### src/rtl/demux_pkg.sv
// Shared types and constants for the clocked 1-to-4 demultiplexer.
package demux_pkg;

    localparam int unsigned NUM_LANES = 4;
    localparam int unsigned SEL_W     = 2;

    typedef logic [SEL_W-1:0] sel_t;

    localparam sel_t SEL_OUT0 = 2'd0;
    localparam sel_t SEL_OUT1 = 2'd1;
    localparam sel_t SEL_OUT2 = 2'd2;
    localparam sel_t SEL_OUT3 = 2'd3;

endpackage : demux_pkg

### src/rtl/demux_decoder.sv
// Combinational lane-select decoder: 2-bit select to one-hot lane enable.
module demux_decoder
    import demux_pkg::*;
(
    input  sel_t                 sel_i,
    output logic [NUM_LANES-1:0] en_o
);

    always_comb begin
        en_o = '0;
        case (sel_i)
            SEL_OUT0: en_o[0] = 1'b1;
            SEL_OUT1: en_o[1] = 1'b1;
            SEL_OUT2: en_o[2] = 1'b1;
            SEL_OUT3: en_o[3] = 1'b1;
            default:  en_o    = '0;
        endcase
    end

endmodule : demux_decoder

### src/rtl/demux_4_1.sv
// Clocked 1-to-4 demultiplexer with registered lanes and async active-high reset.
// Define DEMUX_HOLD_EN to make non-selected lanes keep their value instead of clearing.
module demux_4_1
    import demux_pkg::*;
#(
    parameter int unsigned WIDTH = 1
) (
    input  logic             clk,
    input  logic             rst,
    input  logic [WIDTH-1:0] data,
    input  logic [1:0]       sel,
    output logic [WIDTH-1:0] out0,
    output logic [WIDTH-1:0] out1,
    output logic [WIDTH-1:0] out2,
    output logic [WIDTH-1:0] out3
);

    logic [NUM_LANES-1:0] lane_en;
    logic [WIDTH-1:0]     lane_d [NUM_LANES];
    logic [WIDTH-1:0]     lane_q [NUM_LANES];

    demux_decoder u_decoder (
        .sel_i (sel_t'(sel)),
        .en_o  (lane_en)
    );

    // Selected lane takes the payload; the others clear or hold by build option.
    always_comb begin
        for (int i = 0; i < NUM_LANES; i++) begin
`ifdef DEMUX_HOLD_EN
            lane_d[i] = lane_q[i];
`else
            lane_d[i] = '0;
`endif
            if (lane_en[i]) begin
                lane_d[i] = data;
            end
        end
    end

    always_ff @(posedge clk or posedge rst) begin
        if (rst) begin
            for (int i = 0; i < NUM_LANES; i++) begin
                lane_q[i] <= '0;
            end
        end else begin
            for (int i = 0; i < NUM_LANES; i++) begin
                lane_q[i] <= lane_d[i];
            end
        end
    end

    assign out0 = lane_q[0];
    assign out1 = lane_q[1];
    assign out2 = lane_q[2];
    assign out3 = lane_q[3];

endmodule : demux_4_1

### config.mk
export PLATFORM = sky130hd
export DESIGN_NAME = demux_4_1
export DESIGN_NICKNAME = d
export VERILOG_FILES = /design/src/rtl/demux_pkg.sv /design/src/rtl/demux_decoder.sv /design/src/rtl/demux_4_1.sv
export SDC_FILE = /design/constraint.sdc
export NUM_CORES = 1
export LEC_CHECK = 0
export CORE_AREA = 2 2 39 41
export DETAILED_ROUTE_END_ITERATION = 8
export DIE_AREA = 0 0 41 43
export GPL_TIMING_DRIVEN = 0
export HOLD_SLACK_MARGIN = 0.02
export PLACE_DENSITY = 0.32
export SYNTH_ARGS = -nofsm -noshare
export SYNTH_HDL_FRONTEND = slang
export SYNTH_SLANG_ARGS = --single-unit
### constraint.sdc
create_clock -name clk -period 0.8 [get_ports clk]
set_input_delay 0.2 -clock clk [delete_from_list [all_inputs] [get_ports clk]]
set_output_delay 0.2 -clock clk [all_outputs]
set_load 0.02 [all_outputs]
# Word level (Yosys, flattened, before mapping)

Cells that the tools add are included.

Register bits: 4
Bits of input ports: 5
Output and inout port bits: 4
Logic and storage cells: 16

Eq/ne operators: 3
Multiplexer cells: 8
Reductions and logical operators: 1

Operator list:

| kind                                                                   | number |
|---|---|
| 1-bit two-way mux                                                      | 8 |
| 2-bit equality test (second input constant)                            | 2 |
| 2-bit by 1-bit equality test with 1-bit output (second input constant) | 1 |
| 2-bit logical NOT                                                      | 1 |

# Longest topological paths before layout

Depth in word-level cells: 3
Gate-level depth with buffers: 1

# Hierarchy

From an unflattened synthesis, not the netlist that was laid out.

Cells, all modules: 13
Area, all modules: 155.1 um^2

Modules (own cells, without submodules):

| module        | instances | cells each | area an instance (um^2) | sequential area each (um^2) |
|---|---|---|---|---|
| demux_4_1     | 1         | 9          | 128.9                   | 100.1 |
| demux_decoder | 1         | 4          | 26.3                    | 0.0 |

# Worst setup path before layout

Ideal clock, no wire load.

Kind: register to output
Start point: register lane_q, in the netlist out0
End point: output port out0
Arrival time: 0.416 ns
Required time: 0.600 ns
Slack: 0.184 ns
Cell stages (with the launch flop): 1
Buffers on the path: 0
Path through: dfrtp_1

RTL lines:

| item                              | RTL line        | RTL |
|---|---|---|
| from (decl)                       | demux_4_1.sv:20 | `logic [WIDTH-1:0] lane_q [NUM_LANES];` |
| from (signal, indexed assignment) | demux_4_1.sv:48 | `lane_q[i] <= lane_d[i];` |
| to (decl)                         | demux_4_1.sv:12 | `output logic [WIDTH-1:0] out0,` |

No word-level cell between the ends.

# Worst setup path in the final report

Start point: register lane_q, in the netlist out1
End point: output port out1

RTL lines:

| item      | RTL line        | RTL |
|---|---|---|
| to (decl) | demux_4_1.sv:13 | `output logic [WIDTH-1:0] out1,` |

No word-level cell between the ends.

==> impl_metrics.yaml <==
outcome:
  status: "finished, violations left"
  violations: "negative setup slack"
critical_path:
  crit_buf_inv: 1
  crit_arrival_ns: 0.73
  path_class: "flip-flop to primary output"
  crit_path_max_incr_delay_ns: 0.37
  cpLargestDelayFamily: "flip-flops"
  cp.required_ns: 0.60
  crit_chain: "buf_6"
  cp-end-kind: "primary output"
  crit_fanout: 1
  slowest_stage: "dfrtp_1"
  start_kind: "flip-flop"
sta:
  rsz0062_at_grt: "yes"
  timing.fmax_mhz: 1080
  setup_violations: 4
  post-route-worst-setup-slack_ns: -0.128
  period_minus_slack_ns: 0.928
  maxSlewHeadroom_pct: 90.6
  tns_ns: -0.487
  hold_violations: 0
  tightest_slew_ns: 0.141
  slew_viol_final: 0
  period_share_pct: 116
drt:
  dr_wl_met3_um: 55
  drcViolationCount: 0
  antenna_left: 0
  wl_met1_um: 105
  highest_layer: "met4"
  vias: 106
  drt_iter0_markers: 0
  first_pass_iters: 1
  wl_um: 244
  wire_per_inst_um: 6.78
  wl_met2_um: 67
  viasPerCell: 2.94
clocking:
  cts_inserted_buffers: 3
  cts_buffer_depth: 2
  postCtsSetupBuffers: 0
  clockRootBuffer: "clkbuf_4"
  tritoncts: "built"
  cts.clk_slew.worst_paths_ns: 0.04
  cts_sinks: 4
  cts_hold_buffers: 0
  cts_resized: 24
  ctsHtreeMaxLevel: 1
floorplanning:
  io_pins: 9
  fp-row-count: 14
  die_x_um: 41
  start_util_pct: 10.2
  die_h_um: 43
  core_region_area_um2: 1380
  dieArea_um2: 1760
yosys:
  synthTopCellsByArea: "dfrtp_1, and3b_1, nor3b_2"
  synth-edff-count: 0
  synth_top_area_share_pct: 70.8
  synth_compound_area_share_pct: 0
  yosys.area.top_type: "dfrtp_1"
  synthMostInstantiatedCell: "dfrtp_1"
  avgSynthCellArea_um2: 15.7
  synth_top_family_by_area: "simple AND/OR/NAND/NOR gates"
  synth-simple-area-share_pct: 26.5
  ys_types: 5
  synthArstFlopShare_pct: 100
  synth.area.mux_share_pct: 0
  yosys_register_bits: 4
  synth_fa_ha_area_share_pct: 0
  synthTopCellsByCount: "dfrtp_1, and3b_1, and3_2, inv_1, nor3b_2"
  synth_flop_cell: "dfrtp_1"
  synth_nets: 14
  synth_cells: 9
  ys_seq_area_share_pct: 70.8
  ys.warnings.count: 0
  syn-cell-area_um2: 141
  synth-xor-area-share_pct: 0
pwr:
  power_leakage_nw: 0.154
  irDropWorstVdd_uv: 321
  power_density_nw_per_um2: 1900
final_layout:
  n_antenna_cell: 0
  multi_input_comb_area_um2: 37.5
  regArea_um2: 100
  final_net_count: 27
  fillers: 152
  final_layout_size_suffix_gt1_share_pct: 45.0
  fin_util_pct: 19.8
  syn_to_final_growth_pct: 93.8
grt:
  grt_max_degree: 5
  antenna_found_initial: 0
  gr-usage-all-layers_pct: 3.73
  grt_pass1_vias: 95
  overflow: 0
  grt_pass1_wl_um: 351
hold_path:
  min_path_type: "input port to async pin"
place:
  place_congestion: 0.525
  numPortBuffers: 8
run:
  drv_cap: 0
## stage by stage
step	hold slack, ns	worst slack, ns	power (W)	area [um2]	cells
after floorplan	-0.0339	0.184	0.000237	141	9
after global placement	0.393	-0.295	0.000278	241	33
after detailed placement	0.386	-0.297	0.000278	241	33
after CTS	0.144	-0.137	0.000537	269	36
after global routing	0.170	-0.144	0.000551	274	36
final	0.148	-0.128	0.000521	274	36
## power breakdown
part           leakage, nW  internal, W  switching, W
Combinational       0.0862    0.0000368     0.0000253
Clock               0.0138     0.000167     0.0000771
Sequential          0.0538     0.000211    0.00000332
Total                0.154     0.000416      0.000106
## registers in the layout (all words and copies together), names as in the netlist
| signal | cells |
|---|---|
| out0 | 1 |
| out3 | 1 |
| out1 | 1 |
| out2 | 1 |
## worst max-delay path by stage
stage	end	slack, ns	cells after the start	start
floorplan	out0	0.18	0	out0
finish	out1	-0.13	1	out1
CTS	out1	-0.14	1	out1
global route	out1	-0.14	1	out1
detailed placement	out1	-0.30	1	out1
global placement	out0	-0.30	1	out0
## layout by cell type (no fill, tap or decap)
master,count
clkbuf_4,3
dfrtp_1,4
nor3b_2,1
and3_2,1
clkdlybuf4s50_1,2
buf_6,4
inv_1,1
and3b_1,2
dlymetal6s2s_1,2
## logic make-up (layout without fill, tap and decap cells)
| kind of cell | Yosys count | count (layout) |
|---|---|---|
| buffers and inverters | 1 | 12 |
| DFF | 4 | 4 |
| and+or+nand+nor | 4 | 4 |
## area by class of cell
| type | instances | share of cell area (%) |
|---|---|---|
| multi-input combinational | 4 | 13.7 |
| tap | 16 | 7.31 |
| clock buffer | 3 | 8.22 |
| inverter | 1 | 1.37 |
| sequential | 4 | 36.5 |
| timing repair buffer | 8 | 32.9 |
## routing by layer
| metal | vias up | track usage, % |
|---|---|---|
| met5 | - | 0 |
| met4 | 0 | 8.00 |
| met3 | 2 | 1.57 |
| met2 | 11 | 2.50 |
| met1 | 41 | 4.55 |
| li1 | 52 | - |
(Power assumes the default switching activity.)
==> RTL change 1 (same settings) <==
Add a define of `DEMUX_HOLD_EN`.
--- a/src/rtl/demux_4_1.sv
+++ b/src/rtl/demux_4_1.sv
@@ -1,5 +1,7 @@
 // Clocked 1-to-4 demultiplexer with registered lanes and async active-high reset.
 // Define DEMUX_HOLD_EN to make non-selected lanes keep their value instead of clearing.
+`define DEMUX_HOLD_EN
+
 module demux_4_1
     import demux_pkg::*;
 #(
Function: changed (a bounded check fails within 4 cycles, from zero or initial values and one cycle with rst high).
==> RTL change 1 against the original RTL <==
The flow still finishes with violations (setup timing). Synthesized area rose by 19%. Sequential cell count did not move. Fmax fell by 4.8%. Die area did not move. Setup slack got worse by 46 ps. Synthesized cell count rose by 44%. Routed wire length rose by 75%. Cell count rose by 17%. Critical path depth did not move. Design area rose by 24%. Critical path type unchanged. Critical endpoint unchanged. Highest routed layer is now met3.
Power is not compared: it rests on default switching activity, and its combinational part moved more than twofold at a synthesized area within 25%.
==> RTL change 1: results (changes against the original RTL) <==
Routing
  – Pre-Repair DR Iteration Count: 2 (was 1)
  – Vias per cell: 3.33 (was 2.94)
  – Top Metal Used: met3 (was met4)
  – WL met2: 197 µm (was 67 µm)
  – Routed wl met3: 47 µm (was 55 µm)

Setup path
  – CP max-delay cell: dfrtp_2 (was dfrtp_1)
  – WP data arrival: 770 ps (was 730 ps)
  – Delay of the slowest critical-path stage: 410 ps (was 370 ps)
  – Critical Path Fanout Max: 2 (was 1)

Global route
  – First-pass GRT wire length: 731 µm (was 351 µm)
  – Total track usage: 7.05% (was 3.73%)
  – Met2 GRT Util: 8.44% (was 2.50%)
  – Met3 Track Usage GR: 3.66% (was 1.57%)
  – Met1 Resource Use GR: 7.79% (was 4.55%)

Synth
  – Syn Inst Count: 13 (was 9)
  – Netlist cell types: 7 (was 5)
  – Top cells by count, synth: dfrtp_1, mux2_1, mux2_2, nand2b_1 (was dfrtp_1, and3b_1, and3_2, inv_1, nor3b_2)
  – Top cells by area in the synthesized netlist: dfrtp_1, mux2_1, mux2_2 (was dfrtp_1, and3b_1, nor3b_2)

Timing
  – Final setup fails: 6 (was 4)
  – Hold WS: 160 ps (was 148 ps)
  – Final worst slack: -175 ps (was -128 ps)

Outcome
  – Failing checks: setup timing (unchanged)
  – Status: finished with violations (unchanged)

Placed design
  – GPL Wtd Cong: 0.561 (was 0.525)
  – Inst Count DP: 37 (was 33)

Cells and area
  – Final cell count without fillers: 42 (was 36)
  – Layout cells sized above 1: 73.1% (was 45.0%)
RTL change 1: layout make-up:
class | instances | area (µm²)
Timing Repair Buffer | 10 | 104
Sequential cell | 4 | 105
Tap cell | 16 | 20.0
Fill cell | 156 | 1040
Multi-Input combinational cell | 8 | 83.8
Inverter | 1 | 3.75
Clock buffer | 3 | 22.5
RTL change 1: repair_timing:
action | CTS | global route
setup endpoints to repair | 8 | 7
pin swaps | 1 | 1
setup buffers | 2 | 0
hold buffers | 0 | 0
gates resized for setup | 30 | 2
RTL change 1: cell families (layout without fill, tap and decap cells):
kind of cell           count (synthesis)  count (layout)  share of synthesized area (%)
AND/OR/NAND/NOR                        4               4                           11.8
flip-flops                             4               4                           59.3
buffers and inverters                  1              14                           2.22
multiplexers                           4               4                           26.7
RTL change 1: metrics by stage:
stage	setup slack [ps]	setup TNS, ps	util [%]
finish	-175	-836	24.5
global route	-208	-1040	24.5
CTS	-179	-884	24.1
detailed placement	-493	-3210	20.6
global placement	-475	-3180	20.6
floorplan	-13.3	-50.5	-
==> RTL change 2 (same settings) <==
Made on the original files. Put a register stage on the outputs `out0`, `out1`, `out2` and `out3`. The values now appear one clock later.
--- a/src/rtl/demux_4_1.sv
+++ b/src/rtl/demux_4_1.sv
@@ -50,10 +50,12 @@
         end
     end
 
-    assign out0 = lane_q[0];
-    assign out1 = lane_q[1];
-    assign out2 = lane_q[2];
-    assign out3 = lane_q[3];
+    always_ff @(posedge clk) begin
+        out0 <= lane_q[0];
+        out1 <= lane_q[1];
+        out2 <= lane_q[2];
+        out3 <= lane_q[3];
+    end
 
 endmodule : demux_4_1
 
Check against the original RTL: not equivalent (a bounded check fails within 4 cycles, from zero or initial values and one cycle with rst high).
==> RTL change 2 against the original RTL <==
Core utilization increased by 6.0 points. The run still ends with setup timing left. Sequential power rose by 97%. Power increased by 49%. Setup slack gained 53 ps. Sequential cell count increased by 4. Design area increased by 30%. Routed wire length increased by 14%. Largest power group is now sequential cells. Synthesized area up 57%. Critical path depth is the same. Critical path type unchanged.
==> RTL change 2: results (changes against the original RTL) <==
Outcome
  – Status: finished with violations (unchanged)
  – Failing checks: setup timing (unchanged)

Setup path
  – Delay of the slowest critical-path stage: 310 ps (was 370 ps)
  – CP max-delay cell: dfxtp_2 (was dfrtp_1)
  – Critical path's top delay family: flip-flops (unchanged)
  – Worst Setup SP: out0$_DFF_P_ (was out1$_DFF_PP0_)
  – WP data arrival: 670 ps (was 730 ps)
  – Worst reg-to-reg path cell count: 0

Placed design
  – GPL Wtd Cong: 0.588 (was 0.525)
  – Post-DP Area: 322 µm² (was 241 µm²)

Timing
  – Setup TNS: -288 ps (was -487 ps)
  – Worst slew pin tran: 151 ps (was 141 ps)
  – Final worst slack: -74.6 ps (was -128 ps)
  – Final setup fails: 4 (unchanged)

Pwr
  – Static leakage: 0.179 nW (was 0.154 nW)
  – Max VDD drop: 0.000406 V (was 0.000321 V)

Global route
  – First-pass GRT wire length: 476 µm (was 351 µm)
  – Vias in the first global route: 123 (was 95)
  – Total track usage: 5.06% (was 3.73%)

Synth
  – Top cells by area in the synthesized netlist: dfrtp_1, dfxtp_1, and3b_1 (was dfrtp_1, and3b_1, nor3b_2)
  – Fraction of registers with async set/reset: 50.0% (was 100%)
  – Synth warn: 0 (unchanged)
  – Most common flop cell mapped by yosys: dfxtp_1 (was dfrtp_1)
  – Netlist cell types: 6 (was 5)
  – Top cells by count, synth: dfrtp_1, dfxtp_1, and3b_1 (was dfrtp_1, and3b_1, and3_2, inv_1, nor3b_2)
  – Synthesized net count: 18 (was 14)
  – Sequential fraction of the synthesis area: 81.4% (was 70.8%)

Cells and area
  – Layout cells sized above 1: 54.2% (was 45.0%)
  – Total Nets Final: 31 (was 27)
  – Largest register FFs: 4
  – Top reg by flops: lane_q

Routing
  – First DRT Iteration DRCs: 0 (unchanged)
  – Detailed Route WL: 279 µm (was 244 µm)
  – Vias per cell: 3.43 (was 2.94)
  – Pre-Repair DR Iteration Count: 1 (unchanged)

Clock network
  – Hold buffers post-CTS: 0 (unchanged)
  – CTS resizes: 28 (was 24)
  – Total CTS buffers: 3 (unchanged)
  – Htree depth: 1 (unchanged)
  – Clk slew on worst S/H paths: 50 ps

Hold path
  – Hold Crit Class: in2async (unchanged)
[RTL change 2: final cells by class]
type                       count  area (µm²)  area share (%)
inverter                       1        3.75            1.05
timing repair buffer           8        87.6            24.6
sequential                     8         185            51.9
tap                           16        20.0            5.61
clock buffer                   3        22.5            6.32
multi-input combinational      4        37.5            10.5
[RTL change 2: how the worst max path moves through the flow]
stage | to | depth (start not counted)
floorplan | out0 | 0
global placement | out1 | 1
detailed placement | out0 | 1
CTS | out0 | 1
global route | out1 | 1
finish | out0 | 1
[RTL change 2: per-layer routing]
| metal | up-vias | routed length [µm] | track usage, % | part of all wire (%) |
|---|---|---|---|---|
| met3 | 4 | 30 | 3.14 | 11 |
| met4 | 0 | 23 | 10.0 | 8.2 |
| li1 | 64 | - | - | - |
| met1 | 58 | 96 | 4.29 | 34 |
| met2 | 11 | 129 | 5.00 | 46 |
| met5 | - | 0 | 0 | 0 |
[RTL change 2: report_power, final]
part / internal, mW / total [mW] / switching (mW) / leakage [nW]
registers: 0.420 / 0.424 / 0.00447 / 0.0882
logic: 0.0377 / 0.0626 / 0.0249 / 0.0770
clock network: 0.170 / 0.288 / 0.117 / 0.0138
total: 0.628 / 0.774 / 0.147 / 0.179
[RTL change 2: cell families after synthesis]
group / synth area share [%]
and+or+nand+nor: 17.0
buffers and inverters: 1.69
DFF: 81.4
[RTL change 2: stage by stage]
stage / utilization [%] / cells / hold WS, ps / setup WS, ps
finish: 25.8 / 40 / 130 / -74.6
global route: 25.8 / 40 / 132 / -106
CTS: 25.6 / 40 / 124 / -89.6
detailed placement: 23.2 / 37 / 327 / -278
global placement: 23.2 / 37 / 328 / -281
floorplan: - / 13 / -33.9 / 205
